### config.mk
export PLATFORM = sky130hd
export DESIGN_NAME = mc_core_seq
export DESIGN_NICKNAME = d
export VERILOG_FILES = /design/src/rtl/mc_core_seq.sv
export SDC_FILE = /design/constraint.sdc
export NUM_CORES = 1
export LEC_CHECK = 0
export CORE_AREA = 10 10 149 151
export CTS_CLUSTER_DIAMETER = 150
export DETAILED_ROUTE_END_ITERATION = 10
export DIE_AREA = 0 0 159 161
export DONT_BUFFER_PORTS = 1
export GPL_TIMING_DRIVEN = 1
export SYNTH_ARGS = -nofsm -noshare
export SYNTH_HDL_FRONTEND = slang
export SYNTH_SLANG_ARGS = --single-unit
### constraint.sdc
create_clock -name clk -period 19.2 [get_ports clk]
set_input_delay 2.88 -clock clk [delete_from_list [all_inputs] [get_ports clk]]
set_output_delay 2.88 -clock clk [all_outputs]
set_load 0.02 [all_outputs]
### src/rtl/mc_core_seq.sv
// Multi-cycle instruction sequencer: fetches over a valid/ready bus, runs loads/stores over a
// second bus, and strobes register-file/PC writes into the existing datapath.
module mc_core_seq #(
  parameter int          ADDR_W   = 32,
  parameter logic [31:0] RESET_PC = 32'h8000_0000,
  parameter int          TIMEOUT  = 255,
  parameter int          CNT_W    = 32
) (
  input  logic              clk,
  input  logic              rst,
  output logic              ifu_req_valid,
  output logic [ADDR_W-1:0] ifu_req_addr,
  input  logic              ifu_req_ready,
  input  logic              ifu_rsp_valid,
  input  logic [31:0]       ifu_rsp_data,
  output logic [31:0]       inst,
  output logic [ADDR_W-1:0] pc,
  input  logic              dec_load,
  input  logic              dec_store,
  input  logic              dec_ebreak,
  input  logic              dec_regwr,
  input  logic [ADDR_W-1:0] next_pc,
  input  logic [ADDR_W-1:0] lsu_addr,
  input  logic [31:0]       lsu_wdata,
  input  logic [3:0]        lsu_wstrb,
  output logic              lsu_req_valid,
  output logic              lsu_req_we,
  output logic [ADDR_W-1:0] lsu_req_addr,
  output logic [31:0]       lsu_req_wdata,
  output logic [3:0]        lsu_req_wstrb,
  input  logic              lsu_req_ready,
  input  logic              lsu_rsp_valid,
  input  logic [31:0]       lsu_rsp_data,
  output logic [31:0]       load_data,
  output logic              reg_wen,
  output logic              retire,
  output logic [CNT_W-1:0]  retire_cnt,
  output logic              halted,
  output logic              bus_error
);

  typedef enum logic [3:0] {
    S_IDLE, S_FETCH_REQ, S_FETCH_WAIT, S_EXEC, S_MEM_REQ, S_MEM_WAIT, S_WB, S_HALT, S_ERROR
  } state_t;

  localparam logic [ADDR_W-1:0] RST_PC  = ADDR_W'(RESET_PC);
  localparam int                TO_W    = (TIMEOUT < 2) ? 1 : $clog2(TIMEOUT);
  localparam logic [TO_W-1:0]   TO_LAST = TO_W'(TIMEOUT - 1);

  state_t            state;
  state_t            state_nxt;
  logic [ADDR_W-1:0] pc_nxt;
  logic [TO_W-1:0]   to_cnt;
  logic              to_hit;
  logic              waiting;

  assign ifu_req_addr = pc;
  assign waiting      = (state == S_FETCH_REQ) || (state == S_FETCH_WAIT) ||
                        (state == S_MEM_REQ)   || (state == S_MEM_WAIT);

  // The cycle that would push the wait count to TIMEOUT is the last one a handshake may land in.
  always_comb begin
    state_nxt = state;
    pc_nxt    = pc;
    to_hit    = (to_cnt == TO_LAST);
    case (state)
      S_IDLE:       state_nxt = S_FETCH_REQ;
      S_FETCH_REQ:  if (pc[1:0] != 2'b00)  state_nxt = S_ERROR;
                    else if (ifu_req_ready) state_nxt = S_FETCH_WAIT;
                    else if (to_hit)        state_nxt = S_ERROR;
      S_FETCH_WAIT: if (ifu_rsp_valid)      state_nxt = S_EXEC;
                    else if (to_hit)        state_nxt = S_ERROR;
      S_EXEC:       if (dec_ebreak)             state_nxt = S_HALT;
                    else if (dec_load || dec_store) state_nxt = S_MEM_REQ;
                    else                        state_nxt = S_WB;
      S_MEM_REQ:    if (lsu_req_ready)      state_nxt = S_MEM_WAIT;
                    else if (to_hit)        state_nxt = S_ERROR;
      S_MEM_WAIT:   if (lsu_rsp_valid)      state_nxt = S_WB;
                    else if (to_hit)        state_nxt = S_ERROR;
      S_WB: begin
        pc_nxt    = next_pc;
        state_nxt = S_FETCH_REQ;
      end
      S_HALT:       state_nxt = S_HALT;
      S_ERROR:      state_nxt = S_ERROR;
      default:      state_nxt = S_ERROR;
    endcase
  end

  // Outputs are registered from the next state so each strobe lines up with its state cycle.
  always_ff @(posedge clk or negedge rst) begin
    if (!rst) begin
      state         <= S_IDLE;
      pc            <= RST_PC;
      inst          <= '0;
      load_data     <= '0;
      retire_cnt    <= '0;
      to_cnt        <= '0;
      ifu_req_valid <= 1'b0;
      lsu_req_valid <= 1'b0;
      lsu_req_we    <= 1'b0;
      reg_wen       <= 1'b0;
      retire        <= 1'b0;
      halted        <= 1'b0;
      bus_error     <= 1'b0;
    end else begin
      state         <= state_nxt;
      pc            <= pc_nxt;
      to_cnt        <= (waiting && state_nxt == state) ? to_cnt + TO_W'(1) : '0;
      ifu_req_valid <= (state_nxt == S_FETCH_REQ) && (pc_nxt[1:0] == 2'b00);
      lsu_req_valid <= (state_nxt == S_MEM_REQ);
      reg_wen       <= (state_nxt == S_WB) && dec_regwr && !dec_store;
      retire        <= (state_nxt == S_WB);
      halted        <= (state_nxt == S_HALT);
      bus_error     <= (state_nxt == S_ERROR);
      if (state == S_EXEC)
        lsu_req_we <= dec_store;
      if (state == S_FETCH_WAIT && ifu_rsp_valid)
        inst <= ifu_rsp_data;
      if (state == S_MEM_WAIT && lsu_rsp_valid && !lsu_req_we)
        load_data <= lsu_rsp_data;
      if (state == S_WB)
        retire_cnt <= retire_cnt + CNT_W'(1);
    end
  end

  // Request payload is latched once on entry to MEM_REQ and held until accepted.
  always_ff @(posedge clk) begin
    if (state == S_EXEC && state_nxt == S_MEM_REQ) begin
      lsu_req_addr  <= lsu_addr;
      lsu_req_wdata <= lsu_wdata;
      lsu_req_wstrb <= lsu_wstrb;
    end
  end

endmodule

==> impl_metrics.json <==
{
  "period_needed_ps": 4400,
  "rr_startpoint": "state[2]",
  "fin_util": 0.479,
  "grt_max_degree": 148,
  "cts_root_buf": "clkbuf_16",
  "min_path_type": "reg -> reg",
  "cp-endpoint": "lsu_req_addr[0]",
  "finalSetupTns_ps": 0,
  "finalMaxSlewViolations": 0,
  "start_util": 0.437,
  "place_congestion": 0.744,
  "synth_nets": 789,
  "cts_max_path_buffers": 3,
  "areaGrowthSynthToFinish_pct": 9.63,
  "yosysTopAreaCell": "dfrtp_1",
  "holdBufCountCts": 0,
  "core-area_um2": 19200,
  "ant_nets": 0,
  "endpoint_kind": "flip-flop",
  "fillers": 1663,
  "dp_slack_ps": 14260,
  "clock_skew_ps": 10.7,
  "clkSlewWorstSetupHoldPaths_ps": 60,
  "vdd_drop_max_mv": 0.0595,
  "finalWorstSetupSlack_ps": 14800,
  "syn_inst": 612,
  "multiInputGateArea_um2": 2300,
  "cts_resized": 0,
  "rrSetupSlack_ps": 16430,
  "dieHeight_um": 161,
  "r2r_cells": 5,
  "status": "finished clean",
  "ys_seq_elements": 215,
  "start_kind": "primary input",
  "dp_hpwl_mm": 17.3,
  "ioPinCount": 409,
  "slew_headroom": 0.411,
  "drt-total-wl_mm": 22.2,
  "rows": 51,
  "yosysTopAreaCellShare": 0.435,
  "required_ps": 19320,
  "crit_path_start": "dec_ebreak",
  "async_reset_ff_frac": 0.684,
  "fin_crit_sh": 0.229,
  "powerDensity_nw_per_um2": 101,
  "reg2reg_to": "lsu_req_addr[0]",
  "antenna_found_initial": 2,
  "synth_ff_type": "dfrtp_1",
  "die_w_um": 159,
  "max_freq_mhz": 227,
  "route.detailed.drc": 0,
  "die_area_um2": 25600,
  "cts_setup_buffers": 0,
  "port_buffers": 0,
  "cts_tree": "yes",
  "worst_pin_slew_ps": 883,
  "fin_nets": 768,
  "dr.pass1.iters": 4,
  "synth_edf_count": 68,
  "numCtsBuffers": 23,
  "cp_max_fo": 68,
  "drive_above_1_share": 0.150,
  "cap_violations": 0,
  "yosysSeqAreaShare": 0.682,
  "rsz0062_at_grt": "no",
  "num_vias": 4611,
  "ys_warn_count": 0,
  "synth.distinct_cells": 53,
  "overflow": 0,
  "worstPathArrival_ps": 4510,
  "setup_viol": 0,
  "grtUsageTotal": 0.163,
  "hold_viol": 0,
  "grt_pass1_wl_mm": 32.8,
  "wire_per_inst_um": 25.4,
  "clkLatencyLatePin_ps": 490,
  "grt_pass1_vias": 4972,
  "cts_sinks": 215,
  "netlist_area_um2": 8390,
  "seq_area_um2": 5720,
  "hold_ws_ps": 548,
  "synthTopCellsByArea": "dfrtp_1 44%, edfxtp_1 24%, nand2_1 5.5%, mux2_2 4.7%, mux2_1 4.0%",
  "worst-setup-path-type": "in -> reg",
  "cts.htree.levels": 1,
  "power_leakage_nw": 4.01,
  "drt-initial-drc-count": 223,
  "routed_via_density": 5.28,
  "syn_area_per_cell_um2": 13.7
}
## kinds of logic (layout without fill, tap and decap cells)
logic type | count (synthesis) | after routing | share of synthesized area
other | 0 | 1 | 0
AO/OA/AOI/OAI | 26 | 26 | 0.0215
AND/OR/NAND/NOR | 204 | 204 | 0.120
flip-flops | 215 | 215 | 0.682
XOR/XNOR | 37 | 37 | 0.0386
multiplexers | 66 | 66 | 0.0890
buffers and inverters | 61 | 57 | 0.0450
adder cells (fa/ha/maj) | 3 | 3 | 0.00447
## area by class of cell
type,instances,share of cell area
flip-flops and latches,215,0.622
multi-input cells,336,0.250
clock buffers,31,0.0691
well taps,265,0.0360
clock inverters,11,0.0151
inverters,11,0.00449
repair buffers,4,0.00326
diodes,1,0.000272
## registers in the layout (all words and copies together), names as in the netlist, 4 cells and up
name / cells
to_cnt: 8
lsu_req_wstrb: 4
lsu_req_wdata: 32
inst: 32
state: 4
lsu_req_addr: 32
retire_cnt: 32
ifu_req_addr: 32
load_data: 32
## how the worst min path moves through the flow
stage	startpoint	end	slack [ps]	cells after the start
after floorplan	to_cnt[0]	to_cnt[0]	490	1
after global placement	to_cnt[0]	to_cnt[0]	520	1
after detailed placement	to_cnt[0]	to_cnt[0]	540	1
after CTS	to_cnt[0]	to_cnt[0]	550	1
after global routing	to_cnt[0]	to_cnt[0]	560	1
final	to_cnt[0]	to_cnt[0]	550	1
## report_power, final
part / internal [mW] / switching [mW]
registers: 0.476 / 0.00696
logic: 0.00345 / 0.00377
clock network: 0.273 / 0.169
total: 0.752 / 0.180
## metrics by stage
step	cell area, um^2	instances	power (mW)
after detailed placement	8420	831	0.499
after CTS	9200	873	0.946
final	9200	874	0.932
after global routing	9200	874	0.969
after global placement	8420	831	0.498
after floorplan	8390	612	0.497
## per-layer routing
| layer | GRT usage | vias to the layer above | part of all wire |
|---|---|---|---|
| met4 | 0.0366 | 2 | 0.014 |
| met2 | 0.294 | 308 | 0.52 |
| met5 | 0 | - | 0.00050 |
| met3 | 0.0841 | 24 | 0.13 |
| li1 | - | 2036 | - |
| met1 | 0.165 | 2241 | 0.34 |
## cell usage after synthesis, drive strengths merged (2+ instances only)
library cell and count:
dfrtp 146, nand2 124, edfxtp 68, mux2 66
buf 45, xor2 19, xnor2 18, nor2 15
nand3 12, inv 11, nand4 10, a211oi 9
nor3 8, o21ai 6, and3 5, clkbuf 5
nor4 5, and2 4, and4 3, ha 3
nand2b 3, nor2b 3, a21oi 2, and4bb 2
nor4b 2, o211ai 2, or3b 2
## cells in the final DEF (no fill, tap or decap), drive strengths merged, types with 4 or more instances in the layout
cell type  Yosys  routed
o21ai          6       6
inv           11      12
clkbuf         5      31
nor3           8       8
nand3         12      12
clkinv         0       4
xor2          19      19
xnor2         18      18
nor4           5       5
mux2          66      66
buf           45       4
nor2          15      15
and3           5       5
dfrtp        146     146
a211oi         9       9
nand4         10      10
nand2        124     124
and2           4       4
edfxtp        68      68
## worst max-delay path, stage by stage
cell,delay (ps)
o21ai_0,120
nand2_1,70
a32oi_1,330
nand3_1,220
nor4_2,180
buf_4,650
Power figures use the tool's default switching activity.
